===== config.mk =====
export PLATFORM = sky130hd
export DESIGN_NAME = video_view_controller
export DESIGN_NICKNAME = d
export VERILOG_FILES = /design/src/rtl/video_view_controller.sv
export SDC_FILE = /design/constraint.sdc
export NUM_CORES = 1
export LEC_CHECK = 0
export CORE_AREA = 5 5 102 104
export DETAILED_ROUTE_END_ITERATION = 10
export DIE_AREA = 0 0 107 109
export DONT_BUFFER_PORTS = 1
export GPL_TIMING_DRIVEN = 0
export PLACE_DENSITY = 0.64
export SYNTH_ARGS = -nofsm -noshare
export SYNTH_HDL_FRONTEND = slang
export SYNTH_SLANG_ARGS = --single-unit

===== constraint.sdc =====
create_clock -name clk -period 3.1 [get_ports clk]
set_input_delay 0.155 -clock clk [delete_from_list [all_inputs] [get_ports clk]]
set_output_delay 0.155 -clock clk [all_outputs]
set_load 0.005 [all_outputs]

===== src/rtl/video_view_controller.sv =====
// Camera-path view controller: frame-synchronous channel select driven by a
// debounced button, detector hysteresis for the stop signal, and a frame watchdog.

module video_view_debounce #(
    parameter int DEB_CYCLES = 500000
) (
    input  logic clk,
    input  logic rst_n,
    input  logic btn_n,
    output logic press
);
    localparam int DEB_W = $clog2(DEB_CYCLES + 1);

    logic             btn_meta;
    logic             btn_sync;
    logic             level;
    logic [DEB_W-1:0] stab_cnt;
    logic             accept;

    // Counting only while the synced level differs from the accepted one means
    // any bounce back to the accepted level restarts the count.
    assign accept = (btn_sync != level) && (stab_cnt == DEB_W'(DEB_CYCLES - 1));
    assign press  = accept && !btn_sync;

    always_ff @(posedge clk or negedge rst_n) begin
        if (!rst_n) begin
            btn_meta <= 1'b1;
            btn_sync <= 1'b1;
            level    <= 1'b1;
            stab_cnt <= '0;
        end else begin
            btn_meta <= btn_n;
            btn_sync <= btn_meta;
            if (btn_sync == level) begin
                stab_cnt <= '0;
            end else if (accept) begin
                level    <= btn_sync;
                stab_cnt <= '0;
            end else begin
                stab_cnt <= stab_cnt + DEB_W'(1);
            end
        end
    end
endmodule

module video_view_hyst #(
    parameter int ON_FRAMES  = 3,
    parameter int OFF_FRAMES = 5
) (
    input  logic clk,
    input  logic rst_n,
    input  logic det_valid,
    input  logic det_flag,
    output logic filt_stop
);
    localparam int ON_W  = $clog2(ON_FRAMES + 1);
    localparam int OFF_W = $clog2(OFF_FRAMES + 1);

    logic [ON_W-1:0]  pos_cnt, pos_nxt;
    logic [OFF_W-1:0] neg_cnt, neg_nxt;

    always_comb begin
        pos_nxt = pos_cnt;
        neg_nxt = neg_cnt;
        if (det_valid) begin
            if (det_flag) begin
                pos_nxt = (pos_cnt == ON_W'(ON_FRAMES)) ? pos_cnt : pos_cnt + ON_W'(1);
                neg_nxt = '0;
            end else begin
                neg_nxt = (neg_cnt == OFF_W'(OFF_FRAMES)) ? neg_cnt : neg_cnt + OFF_W'(1);
                pos_nxt = '0;
            end
        end
    end

    always_ff @(posedge clk or negedge rst_n) begin
        if (!rst_n) begin
            pos_cnt   <= '0;
            neg_cnt   <= '0;
            filt_stop <= 1'b0;
        end else begin
            pos_cnt <= pos_nxt;
            neg_cnt <= neg_nxt;
            if (det_valid && det_flag && pos_nxt == ON_W'(ON_FRAMES))
                filt_stop <= 1'b1;
            else if (det_valid && !det_flag && neg_nxt == OFF_W'(OFF_FRAMES))
                filt_stop <= 1'b0;
        end
    end
endmodule

module video_view_controller #(
    parameter int NUM_CH      = 4,
    parameter int PIX_W       = 12,
    parameter int CNT_W       = 8,
    parameter int DEB_CYCLES  = 500000,
    parameter int ON_FRAMES   = 3,
    parameter int OFF_FRAMES  = 5,
    parameter int TIMEOUT_CYC = 2000000,
    localparam int SEL_W      = $clog2(NUM_CH)
) (
    input  logic                    clk,
    input  logic                    rst_n,
    input  logic                    pix_valid,
    input  logic                    sof,
    input  logic [NUM_CH*PIX_W-1:0] ch_data,
    input  logic                    btn_n,
    input  logic                    det_valid,
    input  logic                    det_flag,
    input  logic [CNT_W-1:0]        det_count,
    output logic [PIX_W-1:0]        out_pixel,
    output logic                    out_valid,
    output logic [SEL_W-1:0]        active_sel,
    output logic [SEL_W-1:0]        pending_sel,
    output logic [CNT_W-1:0]        count_hold,
    output logic                    stop_out,
    output logic                    stale
);
    localparam int WD_W = $clog2(TIMEOUT_CYC + 1);

    logic [NUM_CH-1:0][PIX_W-1:0] ch;
    logic                         press;
    logic                         filt_stop;
    logic [SEL_W-1:0]             act_nxt;
    logic [WD_W-1:0]              wd_cnt;

    assign ch = ch_data;

    video_view_debounce #(.DEB_CYCLES(DEB_CYCLES)) u_deb (
        .clk   (clk),
        .rst_n (rst_n),
        .btn_n (btn_n),
        .press (press)
    );

    video_view_hyst #(.ON_FRAMES(ON_FRAMES), .OFF_FRAMES(OFF_FRAMES)) u_hyst (
        .clk       (clk),
        .rst_n     (rst_n),
        .det_valid (det_valid),
        .det_flag  (det_flag),
        .filt_stop (filt_stop)
    );

    // sof takes the pre-press pending value; the first pixel of the frame already uses it.
    assign act_nxt = sof ? pending_sel : active_sel;

    always_ff @(posedge clk or negedge rst_n) begin
        if (!rst_n) begin
            active_sel  <= '0;
            pending_sel <= '0;
        end else begin
            active_sel <= act_nxt;
            if (press)
                pending_sel <= (pending_sel == SEL_W'(NUM_CH - 1)) ? '0 : pending_sel + SEL_W'(1);
        end
    end

    always_ff @(posedge clk or negedge rst_n) begin
        if (!rst_n) begin
            out_pixel <= '0;
            out_valid <= 1'b0;
        end else begin
            out_valid <= pix_valid;
            if (pix_valid)
                out_pixel <= ch[act_nxt];
        end
    end

    always_ff @(posedge clk or negedge rst_n) begin
        if (!rst_n)
            count_hold <= '0;
        else if (det_valid)
            count_hold <= det_count;
    end

    always_ff @(posedge clk or negedge rst_n) begin
        if (!rst_n)
            wd_cnt <= '0;
        else if (sof)
            wd_cnt <= '0;
        else if (wd_cnt != WD_W'(TIMEOUT_CYC))
            wd_cnt <= wd_cnt + WD_W'(1);
    end

    // Stale forces stop without touching the hysteresis state.
    assign stale    = (wd_cnt == WD_W'(TIMEOUT_CYC));
    assign stop_out = filt_stop | stale;
endmodule


==> flow_metrics.py, run 1 <==
metrics = {
    "global_route": {
        "grt_pass1_vias": 2706,
        "grt.overflow.total": 0,
        "grt_max_degree": 75,
        "antenna_found_initial": 0,
        "grt_pass1_wl_mm": 12.8,
        "grt_usage_pct": 13.9,
    },
    "worst_setup_path": {
        "slowest_stage": "o21ai_1",
        "cp.required_ps": 3320,
        "critPathLaunchType": "flop",
        "worst-setup-path-type": "flop to flop",
        "critPathTopFamily": "compound AO/OA/AOI/OAI gates",
        "worstPathMaxFanout": 10,
        "critPathMaxStageDelay_ps": 630,
        "cp.arrival_ps": 2550,
        "cp_num_buf_inv": 1,
        "cp-end-kind": "flop",
        "path_cells": "ha_1 > nand4_1 > o21ai_1 > clkbuf_1 > nor2_1",
    },
    "hold_path": {
        "min-delay-path-class": "input pin to flop",
    },
    "cts": {
        "root_buffer": "clkbuf_8",
        "cts_sinks": 74,
        "path_clk_slew_ps": 80,
        "insertion_delay_ps": 350,
        "cts_tree": "built",
        "holdBufCountCts": 13,
        "htreeDepth": 3,
        "cts_resized": 0,
        "cts_setup_buffers": 0,
        "clock_path_buffers": 2,
        "numCtsBuffers": 9,
    },
    "sta": {
        "layout_worst_path_cycle_share_pct": 75.0,
        "relSlewSlack_pct": 59.8,
        "fin_skew_ps": 7.43,
        "drv_slew": 0,
        "max_freq_mhz": 430,
        "final_hold_viol_count": 0,
        "period_minus_slack_ps": 2320,
        "setup_violations": 0,
        "worst_slew_pin_slew_ps": 597,
        "fin_setup_tns_ps": 0,
        "rsz0062_at_grt": "false",
        "whs_ps": 55.8,
    },
    "synth": {
        "yosys_most_used_dff": "dfrtp_1",
        "yosysTopAreaCell": "dfrtp_1",
        "synth_fp_nets": 398,
        "synth_edf_count": 0,
        "avgSynthCellArea_sq_um": 11.3,
        "ys_seq_area_share_pct": 49.9,
        "syn_inst": 329,
        "syn_area_sq_mm": 0.00372,
        "synth_top_area_share_pct": 47.8,
        "ys_warn_count": 0,
        "yosys-top-cells-area": "dfrtp_1 48%, mux2_2 7.6%, mux4_2 7.3%",
        "ys_ff_latch": 74,
        "async_flop_share_pct": 100,
        "synth_cell_types": 47,
    },
    "finish": {
        "drive_gt1_share_pct": 19.2,
        "syn2layout_area_growth_pct": 13.7,
        "diodes": 0,
        "fill_cells": 888,
        "fin_nets": 423,
    },
    "status": {
        "outcome": "completed",
    },
    "detailed_routing": {
        "viasPerCell": 5.48,
        "drc": 0,
        "dr.pass1.iters": 5,
        "wl_per_cell_um": 16.4,
        "initialDrtViolationCount": 114,
        "routed_wl_mm": 7.74,
        "ant_nets": 0,
        "vias": 2592,
    },
    "floorplanning": {
        "initial_utilization_pct": 39.3,
        "io_pins": 90,
        "dieWidth_um": 107,
        "dieArea_sq_mm": 0.0117,
        "num_rows": 36,
        "die_h_um": 109,
        "core_sq_mm": 0.00946,
    },
    "power_and_ir_drop": {
        "cellPowerDensity_mw_per_mm2": 475,
        "peakVddDrop_uv": 275,
        "leakage_nw": 1.67,
    },
    "placed_design": {
        "dp_hpwl_mm": 5.50,
        "io_buffers": 0,
        "place_congestion": 0.778,
    },
    "flow_run": {
        "max-cap-violations": 0,
    },
}
cells by family after synthesis:
group,share of synthesized area [%]
compound gates,5.75
xor+xnor,5.65
fa+ha+maj,2.02
buf+inv,3.20
flops,49.9
mux,15.9
simple gates,17.6
through the flow:
stage / setup slack [ps] / instance area (sq um) / power, mW / cells / utilization (%)
6_report: 776 / 4230 / 2.01 / 473 / 44.7
2_1_floorplan: 1150 / 3720 / 1.17 / 329 / -
4_1_cts: 714 / 4220 / 2.04 / 472 / 44.6
3_3_place_gp: 775 / 3860 / 1.19 / 443 / 40.8
5_1_grt: 443 / 4230 / 2.10 / 473 / 44.7
3_5_place_dp: 747 / 3860 / 1.20 / 443 / 40.8
sequential cells by signal, indices dropped and copies added (netlist names):
signal	cells
u_hyst.pos_cnt	2
u_deb.btn_sync	1
pending_sel	2
u_deb.stab_cnt	19
out_pixel	12
out_valid	1
wd_cnt	21
u_hyst.neg_cnt	3
u_deb.level	1
count_hold	8
active_sel	2
u_deb.btn_meta	1
u_hyst.filt_stop	1
report_power, final:
group,leakage (nW),internal [mW],switching [mW]
Combinational,0.602,0.0814,0.0765
Sequential,0.962,1.02,0.0431
Clock,0.104,0.404,0.389
synth_stat cells (2+ instances only):
cell,n
nand2b_1,2
and3_1,2
nor3_1,7
xnor2_1,18
inv_1,14
nand2_1,16
dfrtp_1,71
or2_2,3
nand3_1,12
xor2_1,6
mux2_2,25
nor4b_1,4
mux4_2,12
a31oi_1,2
nand4_1,9
buf_2,3
dfstp_2,3
clkbuf_1,6
or3_1,5
o21ai_0,9
a21oi_1,15
and4_1,2
ha_1,6
nor4_1,6
or4_1,6
or3b_2,2
nor2b_1,2
mux2i_1,3
o31ai_1,5
nor2_1,36
worst reg2reg max path, stage by stage, from the launching register on:
cell and delay (ps):
dfrtp_1 400, ha_1 220, nand4_1 390, o21ai_1 630, clkbuf_1 440, nor2_1 110
final cells by class:
class / count / area, sq um / area share, %
Sequential cell: 74 / 1860 / 43.9
Multi-Input combinational cell: 229 / 1750 / 41.3
Clock inverter: 6 / 72.6 / 1.72
Inverter: 14 / 52.6 / 1.24
Timing Repair Buffer: 14 / 158 / 3.73
Buffer: 12 / 66.3 / 1.57
Clock buffer: 10 / 138 / 3.25
Tap cell: 114 / 143 / 3.37
path summary, 6_finish.rpt:
| path | to | startpoint | depth (start not counted) | slack, ps |
|---|---|---|---|---|
| hold / removal | u_hyst.neg_cnt[1]$_DFF_PN0_ | det_flag | 3 | 60 |
| hold reg to reg | u_deb.btn_sync$_DFF_PN1_ | u_deb.btn_meta$_DFF_PN1_ | 0 | 360 |
| setup reg to reg | u_deb.stab_cnt[12]$_DFF_PN0_ | u_deb.stab_cnt[0]$_DFF_PN0_ | 5 | 780 |
| setup / recovery | u_deb.stab_cnt[12]$_DFF_PN0_ | u_deb.stab_cnt[0]$_DFF_PN0_ | 5 | 780 |
| max in group asynchronous | u_deb.btn_meta$_DFF_PN1_ | rst_n | 2 | 2380 |
| min in group asynchronous | u_deb.stab_cnt[12]$_DFF_PN0_ | rst_n | 2 | 350 |
metal layers:
layer	wire (um)	global-route usage (%)	part of all wire, %
met1	3280	16.9	42
met2	3800	22.5	49
met3	539	5.21	7.0
met4	118	5.39	1.5
met5	0	0	0
layout by cell type, fill, tap and decap left out, types with 2 or more instances in the layout:
master,instances
mux4_2,12
nor2_1,36
nor3_1,7
nand4_1,9
and3_1,2
xor2_1,6
nand2b_1,2
nand2_1,16
a31oi_1,2
o21ai_0,9
xnor2_1,18
o31ai_1,5
mux2_2,25
ha_1,6
dlygate4sd3_1,13
a21oi_1,15
dfrtp_1,71
nand3_1,12
or3b_2,2
nor4b_1,4
mux2i_1,3
buf_2,3
dfstp_2,3
inv_1,14
or4_1,6
nor4_1,6
or2_2,3
inv_6,3
clkbuf_8,11
or3_1,5
and4_1,2
nor2b_1,2
clkbuf_1,6
Note: power is estimated with default switching activity, not from simulation.
==> inputs of run 2 (changes only) <==
Settings changed: ABC_AREA from default to 1, CORE_AREA 5 5 102 104 to 5 5 110 112, DIE_AREA 0 0 107 109 to 0 0 115 117, PLACE_DENSITY 0.64 to 0.66.
Clock period 3.1 ns to 1.9 ns, I/O delays scaled along.
==> run 2 against run 1 <==
Against the previous run:
- combinational power up 130%
- clock skew fell by 0.78 ps
- via count is 50% higher
- sequential power is 64% higher
- final cell count is 71% higher
- non-clock buffer count up 2
- sequential cell count did not move
- synthesized cell count increased by 93%
- routed wire length increased by 32%
- die area increased by 15%
- hold slack got worse by 26 ps
==> flow_metrics.py, run 2 <==
metrics = {
    "status": {
        "outcome": "completed",
    },
    "floorplanning": {
        "io_pins": 90,
        "initial_utilization_pct": 39.4,
        "dieArea_sq_mm": 0.0135,
        "core_sq_mm": 0.0111,
        "dieWidth_um": 115,
        "die_h_um": 117,
        "num_rows": 39,
    },
    "global_route": {
        "grt_max_degree": 75,
        "grt_pass1_wl_mm": 16.9,
        "grt.overflow.total": 0,
        "grt_usage_pct": 15.6,
        "grt_pass1_vias": 3662,
        "antenna_found_initial": 0,
    },
    "synth": {
        "synth_compound_area_share_pct": 5.28,
        "yosysTopAreaCell": "dfrtp_1",
        "ys_seq_area_share_pct": 42.4,
        "synth_top_family_by_area": "simple AND/OR/NAND/NOR gates",
        "async_flop_share_pct": 100,
        "synth_xor_area_share_pct": 2.00,
        "synth_fp_nets": 704,
        "yosys-top-cells-area": "dfrtp_1 41%, nand2_1 17%, inv_1 10%",
        "ys_warn_count": 0,
        "synth_edf_count": 0,
        "synth_commonest_cells": "195 x nand2_1, 118 x inv_1, 79 x nor2_1, 71 x dfrtp_1, 51 x nand3_1",
        "synth_mux_area_share_pct": 0,
        "synth.most_common_cell": "nand2_1",
        "yosys_most_used_dff": "dfrtp_1",
        "synth_fa_ha_area_share_pct": 1.71,
        "synth_cell_types": 36,
        "syn_area_sq_mm": 0.00438,
        "synth_top_area_share_pct": 40.6,
        "ys_ff_latch": 74,
        "avgSynthCellArea_sq_um": 6.90,
        "syn_inst": 635,
        "synth-simple-area-share_pct": 36.2,
    },
    "cts": {
        "clock_path_buffers": 2,
        "cts_tree": "built",
        "insertion_delay_ps": 330,
        "numCtsBuffers": 9,
        "path_clk_slew_ps": 60,
        "cts_resized": 0,
        "root_buffer": "clkbuf_16",
        "cts_sinks": 74,
        "htreeDepth": 3,
    },
    "worst_setup_path": {
        "cp.required_ps": 1800,
        "cp.arrival_ps": 1710,
        "cp_num_buf_inv": 2,
        "path_cells": "inv_1 > ha_1 > nand2_1 > nor2_1 > nand3_1 > inv_1 > or2_2",
        "cp-end-kind": "output pin",
        "critPathMaxStageDelay_ps": 410,
        "critPathTopFamily": "simple AND/OR/NAND/NOR gates",
        "worst-setup-path-type": "flop to output pin",
        "slowest_stage": "dfrtp_1",
        "critPathLaunchType": "flop",
        "timing.critical_path.mode_cell": "inv_1",
        "worstPathMaxFanout": 4,
    },
    "sta": {
        "fin_skew_ps": 6.65,
        "whs_ps": 30.3,
        "relSlewSlack_pct": 70.2,
        "layout_worst_path_cycle_share_pct": 94.7,
        "setup_violations": 0,
        "fin_setup_tns_ps": 0,
        "worst_slack_ps": 99.9,
        "max_freq_mhz": 556,
        "final_hold_viol_count": 0,
        "drv_slew": 0,
        "period_minus_slack_ps": 1800,
        "rsz0062_at_grt": "false",
        "worst_slew_pin_slew_ps": 447,
    },
    "power_and_ir_drop": {
        "cellPowerDensity_mw_per_mm2": 779,
        "clkPwrFrac_pct": 46.3,
        "total_power_mw": 3.93,
        "internal-power_mw": 2.97,
        "swShare_pct": 24.6,
        "peakVddDrop_uv": 548,
        "leakage_nw": 2.54,
        "comb_power_share_pct": 9.4,
        "power.sequential.fraction_pct": 44.3,
        "netSwitchingPower_uw": 966,
    },
    "detailed_routing": {
        "routed_wl_mm": 10.2,
        "viasPerCell": 4.79,
        "wl_per_cell_um": 12.6,
        "ant_nets": 0,
        "vias": 3878,
        "initialDrtViolationCount": 178,
        "dr.pass1.iters": 4,
        "drc": 0,
    },
    "finish": {
        "stdcell_count": 809,
        "final_cell_mix": "195 x nand2_1, 118 x inv_1, 79 x nor2_1",
        "top_register": "wd_cnt",
        "drive_gt1_share_pct": 7.96,
        "utilization_pct": 45.4,
        "design_area_sq_mm": 0.00505,
        "diodes": 0,
        "fill_cells": 1134,
        "reg.largest.list": "wd_cnt: 21 flops, u_deb.stab_cnt: 19 flops, out_pixel: 12 flops",
        "largest_reg_flops": 21,
        "fin_nets": 730,
        "syn2layout_area_growth_pct": 15.2,
        "final_common_cell": "nand2_1",
    },
    "placed_design": {
        "placed_cell_area_sq_mm": 0.00456,
        "dp_hpwl_mm": 7.63,
        "io_buffers": 0,
        "place_congestion": 0.859,
        "dp_cells": 778,
        "place_ws_ps": 252,
    },
    "flow_run": {
        "max-cap-violations": 0,
    },
    "hold_path": {
        "min-delay-path-class": "input pin to flop",
    },
}
==> run 2: cell types whose count changed in the layout (fill, tap and decap cells not counted), sizes merged, moves of 7 or more <==
cell / before / now
nand2: 16 / 200
nor4: 7 / 0
xnor2: 18 / 5
mux4: 12 / 0
o21ai: 10 / 24
inv: 17 / 122
nand3: 12 / 54
mux2: 26 / 0
nor2: 36 / 88
==> run 2: final cells by class <==
| type | instances | area (sq um) | share of cell area (%) |
|---|---|---|---|
| sequential | 74 | 1860 | 36.8 |
| multi-input combinational | 426 | 1980 | 39.3 |
| tap | 143 | 179 | 3.55 |
| clock inverter | 6 | 90.1 | 1.79 |
| clock buffer | 10 | 229 | 4.54 |
| timing repair buffer | 15 | 168 | 3.32 |
| inverter | 122 | 463 | 9.17 |
| buffer | 13 | 81.3 | 1.61 |
==> run 2: path summary, 6_finish.rpt <==
path                                             from                           end  slack (ps)  cells past startpoint
min in group asynchronous                       rst_n  u_deb.stab_cnt[13]$_DFF_PN0_         290                      2
max reg2reg                pending_sel[0]$_DFFE_PN0P_      out_pixel[0]$_DFFE_PN0P_         290                      9
min                                         det_valid   u_hyst.neg_cnt[0]$_DFF_PN0_          30                      3
max in group asynchronous                       rst_n       u_deb.level$_DFFE_PN1P_        1260                      2
max                             wd_cnt[0]$_DFFE_PN0P_                      stop_out         100                      7
min reg2reg                  u_deb.btn_meta$_DFF_PN1_      u_deb.btn_sync$_DFF_PN1_         360                      0
==> run 2: cell families after synthesis <==
kind of cell               count (synthesis)
and+or+nand+nor                          369
buffers and inverters                    135
DFF                                       74
AOI/OAI and AO/OA                         41
xor gates and xnor gates                  10
adders and majority gates                  6
==> run 2: timing repair <==
| item | CTS | global route |
|---|---|---|
| hold endpoints to repair | 90 | 0 |
| buffers inserted | 0 | 0 |
| hold buffers | 15 | 0 |
==> run 2: power groups by stage <==
stage	Sequential, mW	Clock, mW	Combinational, mW
2_1_floorplan	1.75	0	0.247
3_3_place_gp	1.77	0	0.291
4_1_cts	1.74	1.85	0.375
6_report	1.74	1.82	0.371
5_1_grt	1.75	1.93	0.433
3_5_place_dp	1.77	0	0.311
==> run 2: worst reg2reg max path, cell delays in order, from the launching register on <==
cell and delay [ps]:
dfrtp_1 440, inv_1 190, nand2_1 120, o21ai_4 110, buf_4 220, nand2_1 70
nand3_1 80, nand2_1 90, nand2_1 90, o21ai_0 90
==> run 2: layer usage <==
metal	GRT usage [%]	up-vias	routed length [um]
li1	-	1985	-
met1	20.8	1808	4720
met2	25.1	80	4850
met3	3.65	5	537
met4	5.24	0	85
met5	0	-	0
==> inputs of run 3 (changes only) <==
Settings changed: CORE_AREA 5 5 110 112 to 5 5 96 98, DIE_AREA 0 0 115 117 to 0 0 101 103, PLACE_DENSITY 0.66 to 0.81, SKIP_LAST_GASP from default to 1.
==> run 3 against run 2 <==
Against the previous run:
- global-route usage grew 6.2 points
- clock-buffer cell count grew 2
- first-iteration DRC count grew 9.6%
- non-clock buffer count grew 2
- sequential share of layout area grew 0.87 points
- combinational power grew 3%
- utilization grew 13 points
- largest cell class unchanged
==> flow_metrics.py, run 3 (synthesized netlist as in run 2, its figures left out) <==
metrics = {
    "placed_design": {
        "place_congestion": 0.872,
        "io_buffers": 0,
        "dp_cells": 743,
        "dp_hpwl_mm": 7.66,
        "place_ws_ps": 289,
    },
    "detailed_routing": {
        "ant_nets": 0,
        "routed_wl_mm": 10.5,
        "wl_per_cell_um": 13.5,
        "drc": 0,
        "initialDrtViolationCount": 195,
        "dr.pass1.iters": 5,
        "vias": 3993,
        "viasPerCell": 5.15,
    },
    "sta": {
        "fin_setup_tns_ps": 0,
        "rsz0062_at_grt": "false",
        "max_freq_mhz": 556,
        "worst_slew_pin_slew_ps": 460,
        "final_hold_viol_count": 0,
        "setup_violations": 0,
        "drv_slew": 0,
        "worst_slack_ps": 102,
        "fin_skew_ps": 13.3,
        "relSlewSlack_pct": 69.3,
        "period_minus_slack_ps": 1800,
        "layout_worst_path_cycle_share_pct": 94.6,
    },
    "global_route": {
        "grt_pass1_vias": 4008,
        "grt_usage_pct": 21.8,
        "grt_pass1_wl_mm": 18.0,
        "antenna_found_initial": 0,
        "grt_max_degree": 75,
        "grt.overflow.total": 0,
    },
    "worst_setup_path": {
        "cp_num_buf_inv": 2,
        "critPathTopFamily": "simple AND/OR/NAND/NOR gates",
        "timing.critical_path.mode_cell": "inv_1",
        "cp.arrival_ps": 1700,
        "cp.required_ps": 1800,
        "cp-end-kind": "output pin",
        "critPathMaxStageDelay_ps": 410,
        "critPathLaunchType": "flop",
        "slowest_stage": "dfrtp_1",
        "worstPathMaxFanout": 4,
        "path_cells": "inv_1 > ha_1 > nand2_1 > nor2_1 > nand3_1 > inv_1 > or2_2",
        "worst-setup-path-type": "flop to output pin",
    },
    "floorplanning": {
        "initial_utilization_pct": 52.3,
        "die_h_um": 103,
        "io_pins": 90,
        "dieArea_sq_mm": 0.0104,
        "num_rows": 34,
        "dieWidth_um": 101,
        "core_sq_mm": 0.00838,
    },
    "finish": {
        "stdcell_count": 776,
        "reg.largest.list": "wd_cnt: 21 flops, u_deb.stab_cnt: 19 flops, out_pixel: 12 flops",
        "top_register": "wd_cnt",
        "fin_nets": 732,
        "diodes": 0,
        "fill_cells": 736,
        "largest_reg_flops": 21,
        "utilization_pct": 58.8,
        "drive_gt1_share_pct": 8.08,
        "final_common_cell": "nand2_1",
        "syn2layout_area_growth_pct": 12.5,
        "final_cell_mix": "195 x nand2_1, 118 x inv_1, 79 x nor2_1",
    },
    "flow_run": {
        "max-cap-violations": 0,
    },
    "cts": {
        "cts_sinks": 74,
        "clock_path_buffers": 2,
        "cts_resized": 0,
        "path_clk_slew_ps": 80,
        "htreeDepth": 3,
        "insertion_delay_ps": 360,
        "numCtsBuffers": 9,
        "cts_tree": "built",
        "root_buffer": "clkbuf_8",
    },
    "hold_path": {
        "min-delay-path-class": "input pin to flop",
    },
    "power_and_ir_drop": {
        "leakage_nw": 2.51,
        "peakVddDrop_uv": 471,
        "cellPowerDensity_mw_per_mm2": 718,
        "total_power_mw": 3.54,
    },
    "status": {
        "outcome": "completed",
    },
}
## run 3: metrics by stage
| stage | hold slack (ps) | area [sq um] |
|---|---|---|
| after floorplan | -201 | 4380 |
| after global placement | -194 | 4520 |
| after detailed placement | -194 | 4520 |
| after CTS | 21.6 | 4920 |
| after global routing | 62.3 | 4930 |
| final | 35.1 | 4930 |
## run 3: final timing paths
path | cells after the start | slack [ps] | to | from
worst max-delay path | 7 | 100 | stop_out | wd_cnt[1]$_DFFE_PN0P_
worst min-delay path | 6 | 40 | out_pixel[4]$_DFFE_PN0P_ | ch_data[16]
worst max register to register | 9 | 220 | wd_cnt[14]$_DFFE_PN0P_ | wd_cnt[0]$_DFFE_PN0P_
worst min register to register | 0 | 380 | u_deb.btn_sync$_DFF_PN1_ | u_deb.btn_meta$_DFF_PN1_
max in group asynchronous | 2 | 1260 | u_deb.btn_meta$_DFF_PN1_ | rst_n
min in group asynchronous | 2 | 280 | wd_cnt[8]$_DFFE_PN0P_ | rst_n
## run 3: cell type report
| cell class | count | area [sq um] | area share [%] |
|---|---|---|---|
| inverter | 122 | 463 | 9.39 |
| multi-input combinational | 426 | 1980 | 40.2 |
| clock inverter | 4 | 73.8 | 1.50 |
| buffer | 13 | 81.3 | 1.65 |
| clock buffer | 12 | 155 | 3.15 |
| timing repair buffer | 17 | 185 | 3.76 |
| sequential | 74 | 1860 | 37.6 |
| tap | 108 | 135 | 2.74 |
## run 3: power by group
group	leakage (nW)	internal, mW	switching, mW	total [mW]
Combinational	1.43	0.147	0.235	0.382
Clock	0.117	0.813	0.604	1.42
Sequential	0.963	1.67	0.0756	1.74
Total	2.51	2.62	0.915	3.54
## run 3: per-layer routing
metal  wire [um]  vias to the layer above  global-route usage (%)
met5           0                        -                       0
met2        5150                      136                    36.6
li1            -                     1983                       -
met1        4480                     1857                    27.5
met3         685                       17                    6.22
met4         151                        0                    6.34
## run 3: worst reg2reg max path, delay by kind of cell, from the launching register on
family	cells	cell delay, ps
fa+ha+maj	1	270
flops	1	350
simple gates	6	740
buf+inv	2	210
## run 3: repair_timing
| item | CTS | global route |
|---|---|---|
| hold buffers | 16 | 0 |
| setup buffers | 0 | 1 |
| setup endpoints to repair | 0 | 1 |
| endpoints found under the hold margin | 97 | 0 |
